**src/rtl/riscv_lsu.sv**
```systemverilog
// rtl/riscv_lsu.sv - load/store unit with request/ready data-memory handshake
// Optional bus timeout enabled by defining LSU_TIMEOUT_EN.
module riscv_lsu #(
  parameter int bitwidth = 32,
  parameter int TIMEOUT  = 15
) (
  input  logic                clk,
  input  logic                rst,
  input  logic                MemRead,
  input  logic                MemWrite,
  input  logic [2:0]          funct3,
  input  logic [bitwidth-1:0] address,
  input  logic [bitwidth-1:0] store_data,
  output logic                stall,
  output logic [bitwidth-1:0] load_data,
  output logic                misaligned,
  output logic [3:0]          byte_enable,
  output logic                bus_req,
  output logic                bus_we,
  output logic [bitwidth-1:0] bus_addr,
  output logic [bitwidth-1:0] bus_wdata,
  input  logic                bus_ready,
  input  logic [bitwidth-1:0] bus_rdata,
  output logic                bus_error
);

  typedef enum logic [1:0] {IDLE, BUSY, DONE} state_t;

  state_t               state_q, state_d;
  logic [bitwidth-1:0]  bus_addr_q, bus_addr_d;
  logic [bitwidth-1:0]  bus_wdata_q, bus_wdata_d;
  logic [bitwidth-1:0]  load_data_q, load_data_d;
  logic [3:0]           byte_enable_q, byte_enable_d;
  logic                 bus_we_q, bus_we_d;
  logic [2:0]           f3_q, f3_d;
  logic [1:0]           lane_q, lane_d;
  logic                 misaligned_q, misaligned_d;
  logic                 bus_error_q, bus_error_d;

  logic                 req, illegal, mis, accept;
  logic [3:0]           be_new;
  logic [bitwidth-1:0]  wdata_new, shifted, ext;

`ifdef LSU_TIMEOUT_EN
  localparam int CW = (TIMEOUT < 16) ? 4 : $clog2(TIMEOUT + 1);
  logic [CW-1:0] cnt_q, cnt_d, cnt_inc;
`endif

  always_comb begin
    req     = MemRead | MemWrite;
    // MemWrite wins when both are set, so only pure loads see the 11x check
    illegal = (funct3[1:0] == 2'b11) || (!MemWrite && funct3[2:1] == 2'b11);
    mis     = (funct3[1:0] == 2'b01 && address[0]) ||
              (funct3[1:0] == 2'b10 && address[1:0] != 2'b00);
    accept  = req && !illegal && !mis;

    case (funct3[1:0])
      2'b00:   begin be_new = 4'b0001 << address[1:0]; wdata_new = {4{store_data[7:0]}};  end
      2'b01:   begin be_new = 4'b0011 << address[1:0]; wdata_new = {2{store_data[15:0]}}; end
      default: begin be_new = 4'b1111;                 wdata_new = store_data;            end
    endcase

    shifted = bus_rdata >> {lane_q, 3'b000};
    case (f3_q)
      3'b000:  ext = {{24{shifted[7]}}, shifted[7:0]};
      3'b100:  ext = {24'd0, shifted[7:0]};
      3'b001:  ext = {{16{shifted[15]}}, shifted[15:0]};
      3'b101:  ext = {16'd0, shifted[15:0]};
      default: ext = bus_rdata;
    endcase
  end

  always_comb begin
    state_d       = state_q;
    bus_addr_d    = bus_addr_q;
    bus_wdata_d   = bus_wdata_q;
    load_data_d   = load_data_q;
    byte_enable_d = byte_enable_q;
    bus_we_d      = bus_we_q;
    f3_d          = f3_q;
    lane_d        = lane_q;
    misaligned_d  = 1'b0;
    bus_error_d   = 1'b0;
    stall         = 1'b0;
`ifdef LSU_TIMEOUT_EN
    cnt_d   = cnt_q;
    cnt_inc = cnt_q + CW'(1);
`endif
    case (state_q)
      IDLE: begin
`ifdef LSU_TIMEOUT_EN
        cnt_d = '0;
`endif
        if (accept) begin
          stall         = 1'b1;
          state_d       = BUSY;
          bus_addr_d    = {address[bitwidth-1:2], 2'b00};
          bus_we_d      = MemWrite;
          byte_enable_d = be_new;
          bus_wdata_d   = wdata_new;
          f3_d          = funct3;
          lane_d        = address[1:0];
        end else if (req) begin
          misaligned_d  = 1'b1;
        end
      end
      BUSY: begin
        stall = 1'b1;
        if (bus_ready) begin
          if (!bus_we_q) load_data_d = ext;
          state_d = DONE;
        end
`ifdef LSU_TIMEOUT_EN
        else if (cnt_inc == CW'(TIMEOUT)) begin
          load_data_d = '0;
          bus_error_d = 1'b1;
          state_d     = DONE;
        end else begin
          cnt_d = cnt_inc;
        end
`endif
      end
      DONE:    state_d = IDLE;
      default: state_d = IDLE;
    endcase
    if (rst) stall = 1'b0;
  end

  always_ff @(posedge clk) begin
    if (rst) begin
      state_q       <= IDLE;
      bus_addr_q    <= '0;
      bus_wdata_q   <= '0;
      load_data_q   <= '0;
      byte_enable_q <= '0;
      bus_we_q      <= 1'b0;
      f3_q          <= '0;
      lane_q        <= '0;
      misaligned_q  <= 1'b0;
      bus_error_q   <= 1'b0;
`ifdef LSU_TIMEOUT_EN
      cnt_q         <= '0;
`endif
    end else begin
      state_q       <= state_d;
      bus_addr_q    <= bus_addr_d;
      bus_wdata_q   <= bus_wdata_d;
      load_data_q   <= load_data_d;
      byte_enable_q <= byte_enable_d;
      bus_we_q      <= bus_we_d;
      f3_q          <= f3_d;
      lane_q        <= lane_d;
      misaligned_q  <= misaligned_d;
      bus_error_q   <= bus_error_d;
`ifdef LSU_TIMEOUT_EN
      cnt_q         <= cnt_d;
`endif
    end
  end

  assign bus_req     = (state_q == BUSY);
  assign bus_we      = bus_we_q;
  assign bus_addr    = bus_addr_q;
  assign bus_wdata   = bus_wdata_q;
  assign byte_enable = byte_enable_q;
  assign load_data   = load_data_q;
  assign misaligned  = misaligned_q;
`ifdef LSU_TIMEOUT_EN
  assign bus_error   = bus_error_q;
`else
  assign bus_error   = 1'b0;
  logic unused_err;
  assign unused_err  = bus_error_q;
`endif

endmodule

```
**config.mk**
```make
export PLATFORM = sky130hd
export DESIGN_NAME = riscv_lsu
export DESIGN_NICKNAME = d
export VERILOG_FILES = /design/src/rtl/riscv_lsu.sv
export SDC_FILE = /design/constraint.sdc
export NUM_CORES = 1
export LEC_CHECK = 0
export BUFFER_PORTS_ARGS = -buffer_cell sky130_fd_sc_hd__buf_2
export CORE_MARGIN = 2
export CORE_UTILIZATION = 35
export DETAILED_ROUTE_END_ITERATION = 6
export PLACE_DENSITY = 0.7
export SLEW_MARGIN = 40
export SYNTH_ARGS = -nofsm -noshare
export SYNTH_HDL_FRONTEND = slang
export SYNTH_SLANG_ARGS = --single-unit
```
**constraint.sdc**
```tcl
create_clock -name clk -period 4.31 [get_ports clk]
set_input_delay 0.431 -clock clk [delete_from_list [all_inputs] [get_ports clk]]
set_output_delay 0.431 -clock clk [all_outputs]
set_load 0.02 [all_outputs]
```
Word-level counts from Yosys, hierarchy flattened
Cells that the tools add are included.
{ "totals": {"output_inout_bits": 105, "wordCells": 53, "input_bits": 104, "regBits": 107} }
{ "classes": {"eq_ne": 10, "reduce_logical": 18, "n_mux": 10, "bitwise_logic": 3, "shift": 3} }
{ "ops": {"columns": ["operator", "n"], "rows": [
  ["$pmux W32 S4", 1],
  ["$pmux W32 S2", 1],
  ["$shr A32 B5 Y16", 1],
  ["$pmux W4 S2", 1],
  ["$eq A2 B2 Y1 const B", 3],
  ["$eq A3 B3 Y1 const B", 2],
  ["$logic_and A1 B1 Y1", 5],
  ["$eq A2 B1 Y1 const B", 2],
  ["$logic_not A2 Y1", 2],
  ["$mux W2", 2],
  ["$pmux W2 S2", 1],
  ["$reduce_and A2 Y1", 2],
  ["$shl A1 B2 Y4 const A", 1],
  ["$shl A2 B2 Y4 const A", 1],
  ["$eq A3 B1 Y1 const B", 1],
  ["$logic_not A1 Y1", 3],
  ["$logic_not A3 Y1", 1],
  ["$mux W1", 3],
  ["$reduce_and A3 Y1", 1],
  ["$reduce_or A3 Y1", 1],
  ["$logic_or A1 B1 Y1", 2],
  ["$ne A2 B1 Y1 const B", 1],
  ["$ne A2 B2 Y1 const B", 1],
  ["$not A1 Y1", 2],
  ["other kinds (3)", 3]
]} }

Depth between registers and ports, before layout
{ "depth": {"word_depth": 9, "mapped_depth": 6, "mapped_depth_nobuf": 4} }

Least setup slack after synthesis
Ideal clock, no wire load.
{ "synth_timing": {"path_kind": "input to output", "from": "input address[1]", "to": "output stall", "slack_ps": 2182, "cell_stages": 5, "t_arrival_ps": 1697, "cell_sequence": "or2_2 > o21ai_2 > buf_4 > a21oi_1 > nor3_1"} }
{ "synth_via": {"elab_chain_len": 8} }
{ "synth_lines": {"columns": ["item", "line_no", "text"], "rows": [
  ["from (decl)", "12", "input logic [bitwidth-1:0] address,"],
  ["$reduce_bool A2 Y1", "54", "(funct3[1:0] == 2'b10 && address[1:0] != 2'b00);"],
  ["$logic_and A1 B1 Y1", "54", null],
  ["$logic_or A1 B1 Y1", "53", "mis = (funct3[1:0] == 2'b01 && address[0]) ||"],
  ["$logic_not A1 Y1", "55", "accept = req && !illegal && !mis;"],
  ["$logic_and A1 B1 Y1", "55", null],
  ["$mux W1", "94", "if (accept) begin"],
  ["$pmux W1 S2", "89", "case (state_q)"],
  ["$mux W1", "126", "if (rst) stall = 1'b0;"],
  ["to (decl)", "14", "output logic stall,"]
]} }
Every way passes these cells.

Worst setup path after layout
{ "layout_timing": {"from": "input funct3[1]", "to": "output stall"} }
{ "layout_via": {"elab_chain_len": 9, "word_cells_on_any_way": 16, "classes_between": "eq/ne (4); mux (3); reduce/logical (9)"} }
{ "layout_lines": {"columns": ["item", "line_no", "text"], "rows": [
  ["from (decl)", "11", "input logic [2:0] funct3,"],
  ["$eq A2 B2 Y1", "52", "illegal = (funct3[1:0] == 2'b11) || (!MemWrite && funct3[2:1] == 2'b11);"],
  ["$logic_and A1 B1 Y1", "52", null],
  ["$logic_or A1 B1 Y1", "52", null],
  ["$logic_not A1 Y1", "55", null],
  ["$logic_and A1 B1 Y1", "55", null],
  ["$logic_and A1 B1 Y1 (*)", "55", null],
  ["$mux W1 (*)", "94", null],
  ["$pmux W1 S2 (*)", "89", null],
  ["$mux W1 (*)", "126", null]
]} }
Mark *: on every way between the ends. The rest lies on a longest branch, timed or not.

==> results.md <==
* Total GRT Usage at 0.185
* Gr ovfl total at 0
* Post-CTS Setup Bufs at 0
* Critical path type: in -> out
* Max transition margin at 0.475
* Worst Skew at 10.6 ps
* CP cell instances: buf_2, o21ai_2, a21oi_1, nor3_1, buf_2
* Hold WC Path Type: in -> reg
* CTS max path bufs at 2
* Hpwl dp at 11.0 mm
* Post_cts resized at 0
* Reg clk slew, reported paths at 80 ps
* Worst setup SP type: input pin
* Library cells used by synthesis at 48
* Rows at 46
* Slowest stage delay, CP at 600 ps
* Die Wd at 130 µm
* Drt first pass iters at 5
* Mapped cell area at 5560 µm²
* CTS tree: built
* Hold Path End: bus_addr[3]
* Hold Crit Start: address[3]
* Final Cell Area at 6930 µm²
* Slew @ Worst Pin at 788 ps
* Async SR Flop Fraction at 0
* Fin Setup TNS at 0 ps
* First-pass GRT wire length at 24.9 mm
* Post-CTS Hold Buffers at 0
* RR Endpoint: load_data[25]
* DR WL/cell at 15.6 µm
* Crit path time final at 2200 ps
* Maximum number of pins on one net before global-route repair at 101
* Reg2reg path depth at 4
* Leakage at 3.08 nW
* Die area at 16900 µm²
* DRC Markers at 0
* CTS Buf Count at 9
* Slowest CP cell: buf_2
* Dominant synthesized flop cell: dfxtp_1
* Via density per instance at 5.00
* Outcome: completed
* Port-buffer cells at 205
* Final period util at 0.511
* Commonest non-fill, non-tap cells in the layout: 204 x buf_2, 107 x dfxtp_1, 106 x nand2b_1, 82 x mux2i_1, 32 x nand2_1
* Critical Path RT at 3880 ps
* Reg-to-reg slack, setup at 2110 ps
* Core Area at 15700 µm²
* Hold Crit Depth at 3
* CP arrival at 1770 ps
* Fmax at 454 MHz
* Final-report max-slew violation count at 0
* VDD IR max at 0.000191 V
* CP top delay family: buffers and inverters
* H-tree depth reported by CTS at 3
* Met3 WL post-DR at 1.37 mm
* Placer Congestion at 0.797
* Hold_ws at 324 ps
* Syn avg cell area at 9.04 µm²
* Flops & latches, synth at 107
* CP most frequent cell: buf_2
* M1 wire length at 7.15 mm
* RSZ-0062 raised after global routing: no
* Hold Fails Final Rpt at 0
* Endpoints failing setup at 0
* Vias at 5019
* Reg-to-Reg Start: lane_q[0]
* Final wirelength at 15.6 mm
* CTS Root Cell: clkbuf_16
* Met2 WL at 6.87 mm
* Yosys Warn Count at 0
* CTS sink cnt at 107
* Power Total at 2.51 mW
* Final net count at 886
* Commonest non-fill, non-tap cell in the layout: buf_2
* Post-DRT Antenna Nets at 0
* Antenna violations before repair at 2
* Initial core utilization at 0.354
* Post-synth EDFFs at 0
* Register area share after synthesis at 0.385
* Dpl cell area at 6650 µm²
* Initial DRC Count at 298
* CP Max Fanout at 41
* DR top layer: met5
* Syn-to-layout area delta at 24.7%
* Die height at 130 µm
* Synth Instances at 615
* Ports placed on the boundary at 209
* Share of layout cells above drive strength 1 at 0.309
* Worst skew pair latency at 360 ps
* Critical Path Sink Type: output port
* Fillcell total at 1612
* Worst path bufs/invs at 2
* Vias in the first global route at 4683
* Antenna diodes at 0
* Maxcap violations at 0
* Power per cell area at 363 nW/µm²
[synth_stat cells, types with 10 or more instances]
library cell / instances / share of area
and3_1: 16 / 0.018
nand2_1: 32 / 0.022
clkbuf_1: 38 / 0.026
nor3_1: 13 / 0.012
a211oi_1: 29 / 0.039
dfxtp_1: 107 / 0.39
nand2b_1: 106 / 0.12
a21oi_1: 27 / 0.024
nand3b_1: 16 / 0.022
nor2b_1: 10 / 0.011
mux2i_1: 82 / 0.15
nand3_1: 15 / 0.014
o21ai_0: 29 / 0.026
a311oi_1: 11 / 0.017
[worst max-delay path by stage]
stage | start | endpoint | slack, ps | depth (start not counted)
3_5_place_dp | funct3[1] | bus_addr[10] | 1800 | 6
6_report | funct3[1] | stall | 2110 | 5
3_3_place_gp | funct3[1] | byte_enable[3] | 1800 | 5
4_1_cts | funct3[1] | stall | 2110 | 5
5_1_grt | lane_q[0] | load_data[25] | 1990 | 5
2_1_floorplan | address[1] | stall | 2180 | 5
[report_power, final]
part           switching, mW  total [mW]  internal (mW)  leakage, nW
logic                  0.346       0.582          0.236         2.07
registers             0.0528        1.12           1.07        0.876
clock network          0.407       0.812          0.406        0.136
[tightest hold or removal path, stage by stage]
cell	delay, ps
buf_2	90
nand2b_1	50
mux2i_1	60
[per-stage QoR]
stage | utilization | worst slack, ps | std cells
2_1_floorplan | - | 2180 | 617
3_3_place_gp | 0.422 | 1800 | 986
3_5_place_dp | 0.423 | 1800 | 987
4_1_cts | 0.441 | 2110 | 1003
5_1_grt | 0.441 | 1990 | 1003
6_report | 0.441 | 2110 | 1003
[flip-flops by register name (all words and copies together) (netlist names)]
register	flops
f3_q	3
lane_q	2
bus_we	1
bus_addr	30
state_q	2
byte_enable	4
misaligned	1
load_data	32
bus_wdata	32
[layer usage]
layer  track usage  vias up
met2         0.280      182
met1         0.252     2313
li1              -     2507
met3        0.0570       15
met4        0.0563        2
met5             0        -
[layout make-up]
cell class / count / area (µm²) / area share
well taps: 216 / 270 / 0.0390
repair buffers: 214 / 1110 / 0.160
inverters: 4 / 15.0 / 0.00217
flip-flops and latches: 107 / 2140 / 0.309
clock inverters: 6 / 53.8 / 0.00776
clock buffers: 10 / 229 / 0.0330
multi-input cells: 446 / 3110 / 0.448
[cells by family after synthesis]
family | share of synthesized area
simple gates | 0.242
compound gates | 0.156
other cells | 0.000675
mux | 0.158
buf+inv | 0.0579
flops | 0.385
No activity file was read; power rests on OpenSTA's default activity.
